$ cat config.mk
export PLATFORM = sky130hd
export DESIGN_NAME = multiphase_pipe
export DESIGN_NICKNAME = d
export VERILOG_FILES = /design/src/rtl/multiphase_pipe.sv
export SDC_FILE = /design/constraint.sdc
export NUM_CORES = 1
export LEC_CHECK = 0
export ABC_CLOCK_PERIOD_IN_PS = 1700
export BUFFER_PORTS_ARGS = -buffer_cell sky130_fd_sc_hd__buf_2
export CAP_MARGIN = 25
export CORE_MARGIN = 4
export CORE_UTILIZATION = 50
export CTS_BUF_LIST = sky130_fd_sc_hd__clkbuf_4 sky130_fd_sc_hd__clkbuf_8
export CTS_CLUSTER_DIAMETER = 100
export DETAILED_ROUTE_END_ITERATION = 12
export PLACE_DENSITY = 0.78
export RECOVER_POWER = 50
export SLEW_MARGIN = 10
export SYNTH_ARGS = -nofsm -noshare
export SYNTH_HDL_FRONTEND = slang
export SYNTH_SLANG_ARGS = --single-unit
$ cat constraint.sdc
create_clock -name Clk -period 1.7 [get_ports Clk]
set_clock_uncertainty 0.15 [all_clocks]
set_input_delay 0.17 -clock Clk [delete_from_list [all_inputs] [get_ports Clk]]
set_output_delay 0.17 -clock Clk [all_outputs]
set_load 0.01 [all_outputs]
$ cat src/rtl/multiphase_pipe.sv
// Dual-edge logic pipeline: a falling-edge operator stage feeding a
// rising-edge merge register and delay chain, with a saturating result counter.
module multiphase_pipe #(
    parameter int WIDTH = 8,
    parameter int DEPTH = 2,
    parameter int CNT_W = 16
) (
    input  logic             Clk,
    input  logic             Rst,
    input  logic             In_valid,
    input  logic [1:0]       Mode,
    input  logic [WIDTH-1:0] A,
    input  logic [WIDTH-1:0] B,
    input  logic [WIDTH-1:0] C,
    input  logic             Hold,
    output logic [WIDTH-1:0] E,
    output logic             Out_valid,
    output logic [CNT_W-1:0] Out_count
);

    logic [WIDTH-1:0] op_d;
    logic [WIDTH-1:0] d_q;
    logic             d_valid_q;

    logic [WIDTH-1:0] s_d [DEPTH];
    logic [WIDTH-1:0] s_q [DEPTH];
    logic [DEPTH-1:0] sv_d;
    logic [DEPTH-1:0] sv_q;

    logic [CNT_W-1:0] cnt_d;
    logic [CNT_W-1:0] cnt_q;

    always_comb begin
        op_d = '0;
        if (In_valid) begin
            case (Mode)
                2'b00:   op_d = A & B;
                2'b01:   op_d = A | B;
                2'b10:   op_d = A ^ B;
                default: op_d = ~(A & B);
            endcase
        end
    end

    always_ff @(negedge Clk or posedge Rst) begin
        if (Rst) begin
            d_q       <= '0;
            d_valid_q <= 1'b0;
        end else if (!Hold) begin
            d_q       <= op_d;
            d_valid_q <= In_valid;
        end
    end

    // Index 0 is the merge register; the last index drives the outputs.
    always_comb begin
        s_d[0]  = d_valid_q ? (d_q | C) : '0;
        sv_d[0] = d_valid_q;
        for (int i = 1; i < DEPTH; i++) begin
            s_d[i]  = s_q[i-1];
            sv_d[i] = sv_q[i-1];
        end
    end

    always_comb begin
        cnt_d = cnt_q;
        if (sv_d[DEPTH-1] && (cnt_q != {CNT_W{1'b1}})) begin
            cnt_d = cnt_q + CNT_W'(1);
        end
    end

    always_ff @(posedge Clk or posedge Rst) begin
        if (Rst) begin
            for (int i = 0; i < DEPTH; i++) begin
                s_q[i] <= '0;
            end
            sv_q  <= '0;
            cnt_q <= '0;
        end else if (!Hold) begin
            for (int i = 0; i < DEPTH; i++) begin
                s_q[i] <= s_d[i];
            end
            sv_q  <= sv_d;
            cnt_q <= cnt_d;
        end
    end

    assign E         = s_q[DEPTH-1];
    assign Out_valid = sv_q[DEPTH-1];
    assign Out_count = cnt_q;

endmodule
==> metrics.yaml <==
synthArstFlopShare_pct: 100
antenna_found_initial: 0
drt_wl_total_microns: 6390
cp.required_ps: 1730
hpwl_microns: 3720
wl_per_cell_microns: 16.3
drcViolationCount: 0
grt_pass1_wl_microns: 9360
vias: 2137
viasPerCell: 5.47
initial_utilization_pct: 53.3
worstPathMaxFanout: 5
die_h_microns: 77.0
failed_checks: "negative setup slack"
syn_nets: 295
final_layout_size_suffix_gt1_share_pct: 51.6
fin_hold_ws_ps: 8.18
core-area_sq_um: 4470
syn-instance-count: 248
ios: 55
num_rows: 24
yosys_warnings: 0
cts_tree: "yes"
slew_violations: 0
worst_pin_slew_ps: 534
grt_pass1_vias: 2066
avgSynthCellArea_sq_um: 9.61
p_per_area_nw_per_um2: 846
htreeDepth: 2
n_fill_cell: 252
hp-class: "input pin to register"
syn_area_sq_um: 2380
cts.clk_slew.worst_paths_ps: 80
seq_area_frac_synth_pct: 45.1
start_kind: "register"
status: "finished, violations left"
crit_arrival_ps: 1910
grt_overflow: 0
root_buffer: "clkbuf_8"
cts_buffer_depth: 2
ir_worst_vdd_uv: 457
synth_seq_cells: 43
worst_setup_path_end_kind: "register"
setup_ws_ps: -179
place_congestion: 0.875
power_leakage_nw: 1.69
dieArea_sq_um: 5940
cts_buffers: 5
synth_edf_count: 0
grt_max_degree: 30
first_pass_iters: 4
synth_flop_cell: "dfrtp_1"
path_class: "register to register"
diodes: 0
numPortBuffers: 54
setup_viol: 16
finalHoldViolations: 0
rsz0062_at_grt: "true"
antenna_left: 0
clock_sinks: 43
relSlewSlack_pct: 64.2
yosys.cell_types.count: 37
die_w_microns: 77.0
finalSetupTns_ps: -1580
nets: 385
maxCapViolations: 0
clk_latency_ps: 300
syn_to_final_growth_pct: 52.7
grt_usage_pct: 19.4
drt-initial-drc-count: 105
repair_timing:
item / 4_1_cts / 5_1_grt
setup buffers: 3 / 1
endpoints found under the hold margin: 21 / 0
hold buffers: 5 / 0
pin swaps: 32 / 26
setup endpoints to repair: 19 / 26
resized for setup: 68 / 63
kinds of logic after synthesis:
kind of cell	Yosys count	synth area share (%)
compound gates	63	14.4
flops	43	45.1
fa+ha+maj	17	8.92
mux	17	7.93
xor+xnor	6	2.21
buf+inv	32	5.72
simple gates	70	15.7
critical path: stages, from the launching register on:
cell and delay (ps):
dfrtn_1 380, buf_6 140, mux2_2 250
final cells by class:
type | count | area (sq um) | share of cell area, %
multi-input combinational | 173 | 1490 | 40.8
sequential | 43 | 1080 | 29.6
timing repair buffer | 95 | 767 | 21.1
inverter | 20 | 109 | 2.99
clock buffer | 5 | 68.8 | 1.89
clock inverter | 3 | 67.6 | 1.86
tap | 52 | 65.1 | 1.79
routing by layer:
| metal | up-vias | GRT usage, % | part of all wire [%] | wire, microns |
|---|---|---|---|---|
| met5 | - | 0 | 0 | 0 |
| met4 | 0 | 8.36 | 3.0 | 193 |
| met3 | 17 | 3.16 | 4.0 | 253 |
| met2 | 65 | 33.5 | 53 | 3370 |
| met1 | 1025 | 24.0 | 40 | 2570 |
| li1 | 1030 | - | - | - |
cells in the mapped netlist (3+ instances only):
| cell type | count | area share, % |
|---|---|---|
| nor2_1 | 9 | 1.4 |
| nand2b_1 | 17 | 4.5 |
| nand3_1 | 4 | 0.84 |
| o21ai_0 | 29 | 6.1 |
| dfrtn_1 | 9 | 9.4 |
| inv_1 | 20 | 3.1 |
| ha_1 | 17 | 8.9 |
| dfrtp_1 | 34 | 36 |
| xnor2_1 | 3 | 1.1 |
| mux2_2 | 15 | 7.1 |
| xor2_1 | 3 | 1.1 |
| nand2_1 | 23 | 3.6 |
| nand4_1 | 4 | 1.0 |
| clkbuf_1 | 8 | 1.3 |
| a21oi_1 | 25 | 5.2 |
where the power goes:
part / internal (W) / leakage (nW) / total, W / switching [W]
clock network: 0.000586 / 0.0644 / 0.000940 / 0.000354
logic: 0.000465 / 1.06 / 0.000888 / 0.000423
registers: 0.00116 / 0.563 / 0.00125 / 0.0000907
total: 0.00221 / 1.69 / 0.00308 / 0.000868
cells in the final DEF (no fill, tap or decap), types with 13 or more instances in the layout:
cell	netlist	final
ha_4	0	13
o21ai_1	0	23
nand2_1	23	23
a21oi_1	25	18
inv_4	0	13
buf_4	0	25
buf_2	1	35
buf_6	2	14
nand2b_1	17	15
dfrtp_1	34	33
stage by stage:
stage / setup WS (ps) / instances / power [W] / utilization (%) / instance area [sq um]
2_1_floorplan: -258 / 248 / 0.00162 / - / 2470
3_3_place_gp: -460 / 375 / 0.00190 / 65.9 / 2950
3_5_place_dp: -497 / 375 / 0.00193 / 65.9 / 2950
4_1_cts: -153 / 390 / 0.00297 / 76.3 / 3410
5_1_grt: -217 / 391 / 0.00324 / 81.3 / 3640
6_report: -179 / 391 / 0.00308 / 81.3 / 3640
state kept, by name (all words and copies together), names as in the netlist:
| register | cells |
|---|---|
| d_valid_q | 1 |
| Out_count | 16 |
| d_q | 8 |
| sv_q | 2 |
| E | 8 |
| s_d | 8 |
worst paths after layout:
kind	from	endpoint	slack, ps	cells past startpoint
setup reg to reg	d_valid_q$_DFFE_NP0N_	sv_q[0]$_DFFE_PP0N_	-180	2
hold reg to reg	d_q[0]$_DFFE_NP0N_	d_q[0]$_DFFE_NP0N_	310	2
hold / removal	C[0]	s_d[0]$_DFFE_PP0N_	8	3
max in group asynchronous	Rst	d_q[2]$_DFFE_NP0N_	60	3
min in group asynchronous	Rst	E[7]$_DFFE_PP0N_	280	3
setup / recovery	d_valid_q$_DFFE_NP0N_	sv_q[0]$_DFFE_PP0N_	-180	2
Power figures use the tool's default switching activity.
